===== config.mk =====
export PLATFORM = sky130hd
export DESIGN_NAME = alu_issue_unit
export DESIGN_NICKNAME = d
export VERILOG_FILES = /design/src/rtl/alu_pkg.sv /design/src/rtl/alu_decoder.sv /design/src/rtl/alu_issue_unit.sv
export SDC_FILE = /design/constraint.sdc
export NUM_CORES = 1
export LEC_CHECK = 0
export CAP_MARGIN = 25
export CELL_PAD_IN_SITES_DETAIL_PLACEMENT = 1
export CELL_PAD_IN_SITES_GLOBAL_PLACEMENT = 2
export CORE_ASPECT_RATIO = 0.5
export CORE_MARGIN = 2
export CORE_UTILIZATION = 25
export CTS_CLUSTER_DIAMETER = 40
export CTS_CLUSTER_SIZE = 20
export DETAILED_ROUTE_END_ITERATION = 10
export DONT_BUFFER_PORTS = 1
export PLACE_DENSITY_LB_ADDON = 0.15
export SLEW_MARGIN = 20
export SYNTH_ARGS = -nofsm -noshare
export SYNTH_HDL_FRONTEND = slang
export SYNTH_HIERARCHICAL = 1
export SYNTH_SLANG_ARGS = --single-unit

===== constraint.sdc =====
create_clock -name clk -period 3.5 [get_ports clk]
set_input_delay 0.35 -clock clk [delete_from_list [all_inputs] [get_ports clk]]
set_output_delay 0.35 -clock clk [all_outputs]
set_load 0.05 [all_outputs]

===== src/rtl/alu_pkg.sv =====
// Shared ALU op codes, RV32 opcode/funct constants and issue FSM state encoding.
// Pure declarations: no latency, no backpressure.
package alu_pkg;

  localparam logic [2:0] ALU_ADD  = 3'b000;
  localparam logic [2:0] ALU_SUB  = 3'b001;
  localparam logic [2:0] ALU_OR   = 3'b010;
  localparam logic [2:0] ALU_XOR  = 3'b011;
  localparam logic [2:0] ALU_AND  = 3'b100;
  localparam logic [2:0] ALU_SLTU = 3'b101;

  localparam logic [6:0] OPC_R    = 7'b0110011;
  localparam logic [6:0] OPC_I    = 7'b0010011;
  localparam logic [6:0] OPC_BR   = 7'b1100011;

  localparam logic [2:0] F3_ADD   = 3'b000;
  localparam logic [2:0] F3_SLTU  = 3'b011;
  localparam logic [2:0] F3_XOR   = 3'b100;
  localparam logic [2:0] F3_OR    = 3'b110;
  localparam logic [2:0] F3_AND   = 3'b111;
  localparam logic [2:0] F3_BEQ   = 3'b000;
  localparam logic [2:0] F3_BNE   = 3'b001;

  localparam logic [6:0] F7_BASE  = 7'b0000000;
  localparam logic [6:0] F7_ALT   = 7'b0100000;

  typedef enum logic [1:0] {
    ST_IDLE = 2'd0,
    ST_EXEC = 2'd1,
    ST_CAPT = 2'd2,
    ST_DONE = 2'd3
  } issue_state_t;

endpackage


===== src/rtl/alu_decoder.sv =====
// Combinational RV32 decode of the ALU subset into ALU code, operand select and branch info.
// Latency 0; no backpressure (pure function of instr).
module alu_decoder
  import alu_pkg::*;
(
  input  logic [31:0] instr,
  output logic [2:0]  alu_code,
  output logic        use_imm,
  output logic [31:0] imm,
  output logic        is_branch,
  output logic        br_inv,
  output logic        illegal
);

  logic [6:0] opcode;
  logic [2:0] f3;
  logic [6:0] f7;
  logic [4:0] unused_fields;

  assign opcode        = instr[6:0];
  assign f3            = instr[14:12];
  assign f7            = instr[31:25];
  assign imm           = {{20{instr[31]}}, instr[31:20]};
  assign unused_fields = instr[19:15];

  always_comb begin
    alu_code  = ALU_ADD;
    use_imm   = 1'b0;
    is_branch = 1'b0;
    br_inv    = 1'b0;
    illegal   = 1'b0;
    case (opcode)
      OPC_R: begin
        if (f7 == F7_BASE) begin
          case (f3)
            F3_ADD:  alu_code = ALU_ADD;
            F3_OR:   alu_code = ALU_OR;
            F3_XOR:  alu_code = ALU_XOR;
            F3_AND:  alu_code = ALU_AND;
            F3_SLTU: alu_code = ALU_SLTU;
            default: illegal  = 1'b1;
          endcase
        end else if (f7 == F7_ALT && f3 == F3_ADD) begin
          alu_code = ALU_SUB;
        end else begin
          illegal = 1'b1;
        end
      end
      OPC_I: begin
        use_imm = 1'b1;
        case (f3)
          F3_ADD:  alu_code = ALU_ADD;
          F3_OR:   alu_code = ALU_OR;
          F3_XOR:  alu_code = ALU_XOR;
          F3_AND:  alu_code = ALU_AND;
          F3_SLTU: alu_code = ALU_SLTU;
          default: illegal  = 1'b1;
        endcase
      end
      OPC_BR: begin
        // Branches compare by subtracting; the ALU's equality flag decides.
        alu_code  = ALU_SUB;
        is_branch = 1'b1;
        case (f3)
          F3_BEQ:  br_inv  = 1'b0;
          F3_BNE:  br_inv  = 1'b1;
          default: illegal = 1'b1;
        endcase
      end
      default: illegal = 1'b1;
    endcase
  end

endmodule


===== src/rtl/alu_issue_unit.sv =====
// Issues one RV32 ALU/branch instruction to an external ALU and returns its result; 3 cycles legal, 1 illegal.
// Backpressure: in_ready only in IDLE; result held in DONE until res_ready, so at most 1 instr per 4 cycles.
module alu_issue_unit
  import alu_pkg::*;
#(
  parameter int DATA_W = 32
) (
  input  logic              clk,
  input  logic              rst,
  input  logic              in_valid,
  output logic              in_ready,
  input  logic [31:0]       instr,
  input  logic [DATA_W-1:0] rs1_data,
  input  logic [DATA_W-1:0] rs2_data,
  output logic [DATA_W-1:0] data_1,
  output logic [DATA_W-1:0] data_2,
  output logic [2:0]        ALU_Control_signal,
  input  logic [DATA_W-1:0] AL_Unit_out,
  input  logic              Flag,
  output logic              res_valid,
  input  logic              res_ready,
  output logic [DATA_W-1:0] res_data,
  output logic [4:0]        res_rd,
  output logic              res_we,
  output logic              br_taken,
  output logic              illegal
);

  issue_state_t state_q, state_d;

  logic [2:0]  dec_code;
  logic        dec_use_imm;
  logic [31:0] dec_imm;
  logic        dec_is_branch;
  logic        dec_br_inv;
  logic        dec_illegal;

  logic [4:0]  pend_rd;
  logic        pend_we;
  logic        pend_br;
  logic        pend_inv;

  alu_decoder u_dec (
    .instr     (instr),
    .alu_code  (dec_code),
    .use_imm   (dec_use_imm),
    .imm       (dec_imm),
    .is_branch (dec_is_branch),
    .br_inv    (dec_br_inv),
    .illegal   (dec_illegal)
  );

  always_ff @(posedge clk or posedge rst) begin
    if (rst) state_q <= ST_IDLE;
    else     state_q <= state_d;
  end

  always_comb begin
    state_d   = state_q;
    in_ready  = 1'b0;
    res_valid = 1'b0;
    case (state_q)
      ST_IDLE: begin
        in_ready = 1'b1;
        if (in_valid) state_d = dec_illegal ? ST_DONE : ST_EXEC;
      end
      ST_EXEC: state_d = ST_CAPT;
      ST_CAPT: state_d = ST_DONE;
      ST_DONE: begin
        res_valid = 1'b1;
        if (res_ready) state_d = ST_IDLE;
      end
      default: state_d = ST_IDLE;
    endcase
  end

  always_ff @(posedge clk or posedge rst) begin
    if (rst) begin
      data_1             <= '0;
      data_2             <= '0;
      ALU_Control_signal <= ALU_ADD;
      res_data           <= '0;
      res_rd             <= '0;
      res_we             <= 1'b0;
      br_taken           <= 1'b0;
      illegal            <= 1'b0;
      pend_rd            <= '0;
      pend_we            <= 1'b0;
      pend_br            <= 1'b0;
      pend_inv           <= 1'b0;
    end else begin
      case (state_q)
        ST_IDLE: begin
          if (in_valid) begin
            if (dec_illegal) begin
              // ALU operands are left as they were; only the result side reports.
              res_data <= '0;
              res_rd   <= '0;
              res_we   <= 1'b0;
              br_taken <= 1'b0;
              illegal  <= 1'b1;
            end else begin
              data_1             <= rs1_data;
              data_2             <= dec_use_imm ? dec_imm : rs2_data;
              ALU_Control_signal <= dec_code;
              pend_rd            <= dec_is_branch ? 5'd0 : instr[11:7];
              pend_we            <= !dec_is_branch && (instr[11:7] != 5'd0);
              pend_br            <= dec_is_branch;
              pend_inv           <= dec_br_inv;
            end
          end
        end
        ST_CAPT: begin
          res_data <= AL_Unit_out;
          res_rd   <= pend_rd;
          res_we   <= pend_we;
          br_taken <= pend_br & (Flag ^ pend_inv);
          illegal  <= 1'b0;
        end
        default: ;
      endcase
    end
  end

endmodule


==> impl_metrics.py <==
metrics = {
    "clock_tree": {
        "clk_latency_ns": 0.42,
        "tritoncts_clock_tree": "built",
        "numCtsBuffers": 17,
        "post_cts_buffers": 0,
        "clkTransAtPathRegs_ns": 0.05,
        "h_tree_depth": 4,
        "cts_buffer_depth": 2,
        "cts_num_sinks": 117,
        "clock_tree.root_cell": "clkbuf_16",
    },
    "logic_synthesis": {
        "yosys-top-cells-area": "dfrtp_1 (53%), mux2i_1 (13%), nand2_1 (5.4%)",
        "netlist.top_cell.by_area": "dfrtp_1",
        "ys.warnings.count": 6,
        "synthDistinctLibCells": 38,
        "ys_seq_area_share_pct": 53.0,
        "avg_synthesized_cell_area_um2": 11.1,
        "synth_seq_cells": 117,
        "mappedNetlistArea_um2": 5530,
        "netlist.area_leader.share_pct": 53.0,
        "syn_nets": 641,
        "postSynthCellCount": 499,
    },
    "timing": {
        "setup_skew_ns": 0.00814,
        "slew-limit-headroom_pct": 46.2,
        "achievable-frequency_mhz": 398,
        "setup-violations-final": 0,
        "worstMarginPinSlew_ns": 0.807,
        "totalNegativeSetupSlack_ns": 0,
        "hold_viol_final": 0,
        "finalWorstPathRequiredPeriod_ns": 2.51,
        "finalMaxSlewViolations": 0,
        "post-route-period-util_pct": 71.8,
        "rsz0062_at_grt": "false",
    },
    "power": {
        "p_int_mw": 3.22,
        "power.share.sequential_pct": 47.6,
        "clock_power_share_pct": 34.8,
        "leakage_power_nw": 3.00,
        "irDropWorstVdd_mv": 0.317,
        "power_switching_mw": 2.15,
        "netSwitchingFraction_pct": 40.0,
        "pwr_density_cell_nw_per_um2": 851,
        "finalPower_mw": 5.37,
        "power.share.combinational_pct": 17.6,
    },
    "floorplanning": {
        "fp.dieH_um": 109,
        "die_w_um": 214,
        "rows": 38,
        "core_area_um2": 21700,
        "top_level_ports": 242,
        "effective_utilization_at_floorplan_pct": 25.5,
        "dieArea_um2": 23400,
    },
    "critical_path": {
        "critPathCaptureType": "flip-flop",
        "worstPathRequired_ns": 3.80,
        "crit_path_cell_trace": "inv_1 > ha_1 > a21boi_0 > o22ai_1 > nor3b_1 > o21ai_0 > buf_4 > nand3b_4 > buf_12 > mux2_2",
        "crit_arrival_ns": 2.81,
        "worst_path_largest_cell_delay_ns": 0.36,
        "critPathKind": "primary input to flip-flop",
        "worst_setup_path_start_kind": "primary input",
        "worst_path_max_delay_cell": "o21ai_0",
        "worst-path-max-fanout": 52,
    },
    "placed_design": {
        "hpwlAfterDp_um": 9820,
        "place.port_buffers": 0,
        "dpl_cell_area_um2": 5680,
        "gp_congestion": 0.654,
    },
    "min_path": {
        "hold_path_class": "primary input to flip-flop",
    },
    "status": {
        "run_status": "finished, final reports clean",
    },
    "detailed_routing": {
        "via_per_inst": 4.15,
        "post-route-drc-count": 0,
        "detail-route-antenna-nets": 0,
        "drt-total-wl_um": 14000,
        "firstDrtPassIters": 4,
        "detailedRoute.firstIterationViolations": 181,
        "vias": 3259,
        "avgRoutedWirePerCell_um": 17.8,
    },
    "final_layout": {
        "layout-drive-gt1-share_pct": 15.2,
        "most-common-layout-cells": "dfrtp_1 (117), nand2_1 (80), mux2i_1 (72)",
        "fillerInstances": 2433,
        "insertedDiodeCount": 0,
        "final_nets": 616,
        "layout.cell_area.non_filler_um2": 6310,
        "flow.area_growth_from_synthesis_pct": 14.2,
        "layout_commonest_cell": "dfrtp_1",
    },
    "global_routing": {
        "largest_net_degree_at_the_start_of_global_routing": 85,
        "first_global_vias": 3613,
        "grt_use_total_pct": 12.4,
        "grt-ovfl-total": 0,
        "grt_first_pass_wirelength_um": 21500,
        "grt_antenna_before_repair": 0,
    },
    "flow_run": {
        "max_cap_violations": 0,
    },
}
[synth_stat cells, drive strengths merged]
cell,number
inv,48
dfrtp,117
nor2,6
nor2b,2
buf,45
o31a,1
nor4,1
nor3b,3
mux2i,72
nand3b,2
nor3,1
ha,9
a21oi,1
nand2b,6
a31oi,2
and3,1
nand2,80
o22ai,2
o21a,1
o211ai,1
o22a,1
clkbuf,12
xor2,1
or2b,1
or4,1
mux2,38
o221ai,1
a21boi,1
or3b,1
o32a,1
o31ai,2
o21ai,38
[cell families after synthesis]
group,after synthesis,share of synthesized area (%)
buffers and inverters,105,9.94
muxes,110,20.8
AOI/OAI and AO/OA,52,5.55
and+or+nand+nor,105,8.56
adders and majority gates,9,2.04
xor gates and xnor gates,1,0.159
DFF,117,53.0
[worst max-delay path: cells and delay by family]
kind	cells	cell delay, ns
AND/OR/NAND/NOR	2	0.48
buffers and inverters	3	0.55
adder cells (fa/ha/maj)	1	0.28
AO/OA/AOI/OAI	3	0.75
multiplexers	1	0.36
[final cells by class]
type                    count  area [um2]  area share (%)
flip-flops and latches    117        2930            46.4
multi-input cells         277        2070            32.9
clock buffers              21         470            7.45
well taps                 300         375            5.95
inverters                  48         185            2.93
clock inverters            10         153            2.42
repair buffers             13         125            1.98
[flip-flops by register name, summed over array words and instances (netlist names), 2 cells and up]
name	count
data_1	32
ALU_Control_signal	3
pend_rd	5
res_data	32
data_2	32
res_rd	5
state_q	2
[metal layers]
layer	track usage, %	vias up	routed length [um]
li1	-	1562	-
met3	5.80	15	1070
met1	14.2	1591	5740
met2	19.8	91	6880
met5	0	-	0
met4	5.90	0	269
[power groups by stage]
stage | sequential (mW) | clock [mW] | combinational (mW)
after global placement | 2.59 | 0 | 0.960
after detailed placement | 2.59 | 0 | 0.984
after CTS | 2.57 | 1.93 | 0.985
after floorplan | 2.52 | 0 | 0.804
final | 2.56 | 1.87 | 0.944
after global routing | 2.59 | 2.01 | 1.08
[metrics by stage]
step / hold slack [ns] / worst slack [ns] / std cells / utilization, %
after global placement: 0.447 / 0.535 / 754 / 26.2
after global routing: 0.0305 / 0.813 / 786 / 29.1
final: 0.0621 / 0.987 / 786 / 29.1
after floorplan: 0.449 / 0.0492 / 499 / -
after detailed placement: 0.441 / 0.518 / 754 / 26.2
after CTS: 0.0312 / 0.975 / 786 / 29.1
[worst paths after layout]
| kind | from | to | slack, ns | depth (start not counted) |
|---|---|---|---|---|
| worst min-delay path | rs1_data[7] | data_1[7] | 0.06 | 1 |
| min in group asynchronous | rst | res_data[11] | 0.59 | 2 |
| max in group asynchronous | rst | data_2[22] | 2.10 | 3 |
| worst max-delay path | instr[12] | data_1[10] | 0.99 | 10 |
| worst min register to register | pend_rd[1] | pend_rd[1] | 0.48 | 2 |
| worst max register to register | state_q[0] | data_1[0] | 1.61 | 5 |
[what timing repair did]
action,CTS,global route
gates resized for setup,0,0
hold endpoints to repair,48,0
hold buffers,1,0
(Power assumes the default switching activity.)
